==> config.mk <==
export PLATFORM = sky130hd
export DESIGN_NAME = out_sched
export DESIGN_NICKNAME = d
export VERILOG_FILES = /design/src/rtl/out_sched.sv
export SDC_FILE = /design/constraint.sdc
export NUM_CORES = 1
export LEC_CHECK = 0
export CORE_ASPECT_RATIO = 0.75
export CORE_MARGIN = 3
export CORE_UTILIZATION = 40
export DETAILED_ROUTE_END_ITERATION = 6
export PLACE_DENSITY = 0.73
export REMOVE_ABC_BUFFERS = 1
export SLEW_MARGIN = 15
export SYNTH_ARGS = -nofsm -noshare
export SYNTH_HDL_FRONTEND = slang
export SYNTH_SLANG_ARGS = --single-unit
==> constraint.sdc <==
create_clock -name SCLK -period 5.6 [get_ports SCLK]
set_clock_uncertainty 0.2 [all_clocks]
set_input_delay 1.12 -clock SCLK [delete_from_list [all_inputs] [get_ports SCLK]]
set_output_delay 1.12 -clock SCLK [all_outputs]
set_load 0.03 [all_outputs]
==> src/rtl/out_sched.sv <==
// Left/right frame scheduler feeding a parallel-to-serial transmitter.
// Define OUT_SCHED_REPEAT_EN to resend the last channel word on underrun.
`timescale 1ns/1ps
module out_sched #(
  parameter int DATA_W   = 40,
  parameter int START_TO = 4
) (
  input  logic              SCLK,
  input  logic              CLR_N,
  input  logic              START,
  input  logic              FRAME_IN,
  input  logic              L_VALID,
  input  logic [DATA_W-1:0] L_DATA,
  output logic              L_READY,
  input  logic              R_VALID,
  input  logic [DATA_W-1:0] R_DATA,
  output logic              R_READY,
  output logic              P2S_FRAME,
  output logic              P2S_EN,
  output logic [DATA_W-1:0] P2S_DATA,
  input  logic              P2S_BUSY,
  output logic              SLOT,
  output logic              DONE,
  input  logic              ERR_CLR,
  output logic              UNDR_L,
  output logic              UNDR_R,
  output logic              FRAME_MISS,
  output logic              START_ERR
);

  localparam int CW = $clog2(START_TO + 1);
  localparam logic [CW-1:0] TO_LAST = CW'(START_TO - 1);

  typedef enum logic [2:0] {
    IDLE, WAIT_FRAME, LOAD_L, SEND_L, LOAD_R, SEND_R
  } st_t;

  st_t state, state_n;

  logic              l_full, r_full;
  logic              l_full_n, r_full_n;
  logic [DATA_W-1:0] l_buf, r_buf;
  logic [DATA_W-1:0] l_buf_n, r_buf_n;
  logic [DATA_W-1:0] und_l, und_r;
  logic [DATA_W-1:0] l_word, r_word;
  logic              l_took, r_took;
  logic              seen;
  logic [CW-1:0]     wcnt;
  logic              abort, fin;

  always_comb begin
    state_n = state;
    abort   = 1'b0;
    fin     = 1'b0;
    unique case (state)
      IDLE: if (START) state_n = WAIT_FRAME;
      WAIT_FRAME: begin
        if (!START) state_n = IDLE;
        else if (FRAME_IN) state_n = LOAD_L;
      end
      LOAD_L: state_n = SEND_L;
      LOAD_R: state_n = SEND_R;
      SEND_L, SEND_R: begin
        if (!seen) begin
          if (!P2S_BUSY && wcnt == TO_LAST) begin
            abort   = 1'b1;
            state_n = WAIT_FRAME;
          end
        end else if (!P2S_BUSY) begin
          if (state == SEND_L) begin
            state_n = LOAD_R;
          end else begin
            fin     = 1'b1;
            state_n = START ? WAIT_FRAME : IDLE;
          end
        end
      end
      default: state_n = IDLE;
    endcase
  end

  // An aborted transfer puts its word back if no newer sample took the slot.
  always_comb begin
    l_full_n = l_full;
    l_buf_n  = l_buf;
    if (L_VALID && L_READY) begin
      l_full_n = 1'b1;
      l_buf_n  = L_DATA;
    end else if (state == LOAD_L) begin
      l_full_n = 1'b0;
    end else if (abort && state == SEND_L && l_took) begin
      l_full_n = 1'b1;
    end
  end

  always_comb begin
    r_full_n = r_full;
    r_buf_n  = r_buf;
    if (R_VALID && R_READY) begin
      r_full_n = 1'b1;
      r_buf_n  = R_DATA;
    end else if (state == LOAD_R) begin
      r_full_n = 1'b0;
    end else if (abort && state == SEND_R && r_took) begin
      r_full_n = 1'b1;
    end
  end

  assign l_word = l_full_n ? l_buf_n : und_l;
  assign r_word = r_full_n ? r_buf_n : und_r;

`ifdef OUT_SCHED_REPEAT_EN
  logic [DATA_W-1:0] last_l, last_r;

  always_ff @(posedge SCLK or negedge CLR_N) begin
    if (!CLR_N) begin
      last_l <= '0;
      last_r <= '0;
    end else begin
      if (state_n == LOAD_L) last_l <= l_word;
      if (state_n == LOAD_R) last_r <= r_word;
    end
  end

  assign und_l = last_l;
  assign und_r = last_r;
`else
  assign und_l = '0;
  assign und_r = '0;
`endif

  always_ff @(posedge SCLK or negedge CLR_N) begin
    if (!CLR_N) begin
      state     <= IDLE;
      P2S_EN    <= 1'b0;
      P2S_FRAME <= 1'b0;
      P2S_DATA  <= '0;
      SLOT      <= 1'b0;
      DONE      <= 1'b0;
      l_took    <= 1'b0;
      r_took    <= 1'b0;
      seen      <= 1'b0;
      wcnt      <= '0;
    end else begin
      state     <= state_n;
      P2S_EN    <= state_n != IDLE;
      P2S_FRAME <= state_n == LOAD_L || state_n == LOAD_R;
      SLOT      <= state_n == LOAD_R || state_n == SEND_R;
      DONE      <= fin;
      if (state_n == LOAD_L) begin
        P2S_DATA <= l_word;
        l_took   <= l_full_n;
      end else if (state_n == LOAD_R) begin
        P2S_DATA <= r_word;
        r_took   <= r_full_n;
      end
      if (state == LOAD_L || state == LOAD_R) begin
        seen <= 1'b0;
        wcnt <= '0;
      end else if ((state == SEND_L || state == SEND_R) && !seen) begin
        if (P2S_BUSY) seen <= 1'b1;
        else wcnt <= wcnt + CW'(1);
      end
    end
  end

  always_ff @(posedge SCLK or negedge CLR_N) begin
    if (!CLR_N) begin
      l_full     <= 1'b0;
      r_full     <= 1'b0;
      l_buf      <= '0;
      r_buf      <= '0;
      L_READY    <= 1'b0;
      R_READY    <= 1'b0;
      UNDR_L     <= 1'b0;
      UNDR_R     <= 1'b0;
      FRAME_MISS <= 1'b0;
      START_ERR  <= 1'b0;
    end else begin
      l_full     <= l_full_n;
      r_full     <= r_full_n;
      l_buf      <= l_buf_n;
      r_buf      <= r_buf_n;
      L_READY    <= !l_full_n;
      R_READY    <= !r_full_n;
      UNDR_L     <= (state == LOAD_L && !l_full) | (UNDR_L & !ERR_CLR);
      UNDR_R     <= (state == LOAD_R && !r_full) | (UNDR_R & !ERR_CLR);
      FRAME_MISS <= (FRAME_IN && state != WAIT_FRAME)
                  | (FRAME_MISS & !ERR_CLR);
      START_ERR  <= abort | (START_ERR & !ERR_CLR);
    end
  end

endmodule

==> summary.md <==
| Metric | Value |
|---|---|
| Commonest register cell after synthesis | `dfrtp_1` |
| Setup Viol. Count Final | `0` |
| Routed vias/inst | `5.26` |
| Pre-CTS setup slack | `1.67 ns` |
| Cells after synthesis | `391` |
| Final Max Tran Viols | `0` |
| Routed len/inst | `18.3 um` |
| Num CTS Buffers | `17` |
| Worst Hold Depth | `2` |
| # hold bufs at CTS | `0` |
| Post-cts resize count | `0` |
| # port buffers | `137` |
| Crit Path Max Fanout | `27` |
| Synth Cell Area | `5650 um^2` |
| Clock-pin slew on the worst setup and hold paths | `0.07 ns` |
| Root Driver | `clkbuf_16` |
| Achievable Freq | `314 MHz` |
| Clock buffer depth | `2` |
| Number of global-route vias before repair | `3932` |
| Pin count of the biggest net entering global routing | `85` |
| Pre-Repair DR Iteration Count | `4` |
| Power per cell area | `572 nW/um^2` |
| Sw Share | `32.0%` |
| First-pass GRT wire length | `20800 um` |
| Int Power | `3.02 mW` |
| Syn-to-layout area delta | `37.3%` |
| Slew margin rel. | `26.3%` |
| Initial core utilization | `42.2%` |
| Leakage | `3.32 nW` |
| R2R depth | `7` |
| Most common library cells after synthesis | `dfrtp_1 (141), mux2_2 (80), nor2b_1 (42)` |
| Yosys reg bits | `141` |
| Detail Route Antenna Nets | `0` |
| WL final | `13000 um` |
| Least-Margin Pin Slew | `1.10 ns` |
| Number of synthesized flops with an enable pin | `0` |
| Fill count | `1067` |
| Switching power | `1.42 mW` |
| Sink Count | `141` |
| Min Tclk post-route | `3.18 ns` |
| Chip height | `109 um` |
| Sum Neg Setup Slack | `0 ns` |
| Boundary pin count | `138` |
| Final worst-path cycle share | `56.9%` |
| Worst-Skew Late Latency | `0.41 ns` |
| CTS tree | `yes` |
| Share of total power in combinational logic | `35.0%` |
| Clock power frac | `26.8%` |
| Max-capacitance violation count | `0` |
| Worst setup EP type | `flop` |
| Data required time of the critical path | `5.74 ns` |
| IR Drop Worst-Case VDD | `0.265 mV` |
| Routability Congestion | `0.775` |
| Layout Nets | `615` |
| Final worst setup slack | `2.42 ns` |
| Reg-to-reg slack, setup | `3.09 ns` |
| Via Count | `3726` |
| Avg Synthesized Cell Area | `14.5 um^2` |
| Crit path kind | `input pin to flop` |
| Htree depth | `4` |
| Power consumption | `4.44 mW` |
| Cell taking the most area after synthesis | `dfrtp_1` |
| Worst Hold Path EP | `r_took` |
| Dominant cells by area after synthesis | `dfrtp_1 (62%), mux2_2 (16%), a221o_1 (7.1%), nor2b_1 (4.6%), o21ai_0 (1.2%)` |
| Die Wd | `143 um` |
| Placed Instances | `677` |
| DRT iter0 DRCs | `322` |
| Core box area | `13400 um^2` |
| HP Class | `flop to flop` |
| Final hold violations | `0` |
| Post-synthesis sequential area ratio | `62.4%` |
| Post-synth top area share | `62.4%` |
| Reg2reg start | `wcnt[0]` |
| Antenna violations before repair | `0` |
| Std cell rows | `36` |
| Seq pwr share | `38.3%` |
| Die Area | `15600 um^2` |
| DP HPWL | `8510 um` |
| Ys async rst share | `100%` |
| Non-filler cells, final | `709` |
| N_diodes | `0` |
| Gr usage total | `17.2%` |
| Critical Path AT | `3.33 ns` |
| Residual DRC | `0` |
| Yosys cell types | `33` |
| Reg2reg end | `P2S_DATA[1]` |
| RSZ-0062 raised after global routing | `no` |
| Status | `complete, no violations` |
| Worst hold start | `r_took` |
| Postcts setup bufs | `0` |
| Yosys warns | `0` |
| Most common cell in the netlist | `dfrtp_1` |
| Share of layout cells above drive strength 1 | `22.9%` |
| Worst setup SP type | `input pin` |
| GRT Residual Overflow | `0` |
[sequential cells by signal (all words and copies together), names as in the netlist, 3 cells and up]
register	count
r_buf	40
state	3
wcnt	3
l_buf	40
P2S_DATA	40
[power groups by stage]
stage | clock [mW] | combinational (mW) | sequential (mW)
after floorplan | 0 | 0.781 | 1.90
after detailed placement | 0 | 1.57 | 1.71
after global routing | 1.26 | 1.67 | 1.75
after CTS | 1.21 | 1.57 | 1.70
after global placement | 0 | 1.52 | 1.68
final | 1.19 | 1.55 | 1.70
[area by class of cell]
cell class              instances  area (um^2)  share of cell area (%)
well taps                     171          214                    2.76
flip-flops and latches        141         3530                    45.5
inverters                       9         33.8                   0.435
clock buffers                  19          453                    5.84
repair buffers                139         1390                    17.9
clock inverters                13          178                    2.29
multi-input cells             217         1970                    25.3
[cells by family (layout without fill, tap and decap cells)]
logic type               count (synthesis)  count (layout)  synth area share [%]
multiplexers                            80              80                  15.9
XOR/XNOR                                 1               1                 0.155
adder cells (fa/ha/maj)                  2               2                 0.443
AO/OA/AOI/OAI                           66              66                  9.96
flip-flops                             141             141                  62.4
buffers and inverters                   33             180                  3.25
AND/OR/NAND/NOR                         68              68                  7.81
[layout by cell type, fill, tap and decap left out, drive strengths merged]
| cell type | instances |
|---|---|
| dfrtp | 141 |
| clkdlybuf4s50 | 136 |
| mux2 | 80 |
| nor2b | 42 |
| a221o | 40 |
| clkbuf | 19 |
| o21ai | 14 |
| inv | 14 |
| nand2b | 5 |
| nand2 | 5 |
| clkinv | 4 |
| nor2 | 3 |
| nand3 | 3 |
| o32ai | 3 |
| a22o | 3 |
| bufinv | 3 |
| or3 | 3 |
| buf | 3 |
| a21oi | 2 |
| ha | 2 |
| and3b | 2 |
| nand3b | 2 |
| a22oi | 1 |
| and4bb | 1 |
| nand4b | 1 |
| and2 | 1 |
| xnor2 | 1 |
| a31oi | 1 |
| a21o | 1 |
| o22a | 1 |
| clkinvlp | 1 |
[per-layer routing]
layer  global-route usage (%)  share of wire, %  vias up
met5                        0                 0        -
met4                     4.10              0.86        0
met3                     4.87               6.5       10
met2                     25.9                45      134
met1                     24.8                48     1894
li1                         -                 -     1688
[worst max-delay path, stage by stage]
cell and delay (ns):
clkdlybuf4s50_1 0.54, and4bb_1 0.38, nand3_1 0.16, a31oi_4 0.47
buf_4 0.41, a221o_1 0.22
[stage by stage]
step	hold slack [ns]	area, um^2	util (%)
floorplan	0.237	5500	-
global placement	0.265	7120	53.3
detailed placement	0.272	7120	53.3
CTS	0.289	7750	58.0
global route	0.303	7760	58.0
finish	0.288	7760	58.0
[how the worst max path moves through the flow]
| stage | start | endpoint | slack, ns | cells past startpoint |
|---|---|---|---|---|
| finish | P2S_BUSY | P2S_DATA[1] | 2.42 | 6 |
| global route | P2S_BUSY | P2S_DATA[1] | 2.23 | 6 |
| CTS | L_VALID | P2S_DATA[1] | 2.10 | 5 |
| detailed placement | L_VALID | P2S_DATA[1] | 1.67 | 5 |
| global placement | L_VALID | P2S_DATA[25] | 1.72 | 5 |
| floorplan | L_VALID | P2S_DATA[0] | 1.33 | 3 |
Note: power is estimated with default switching activity, not from simulation.
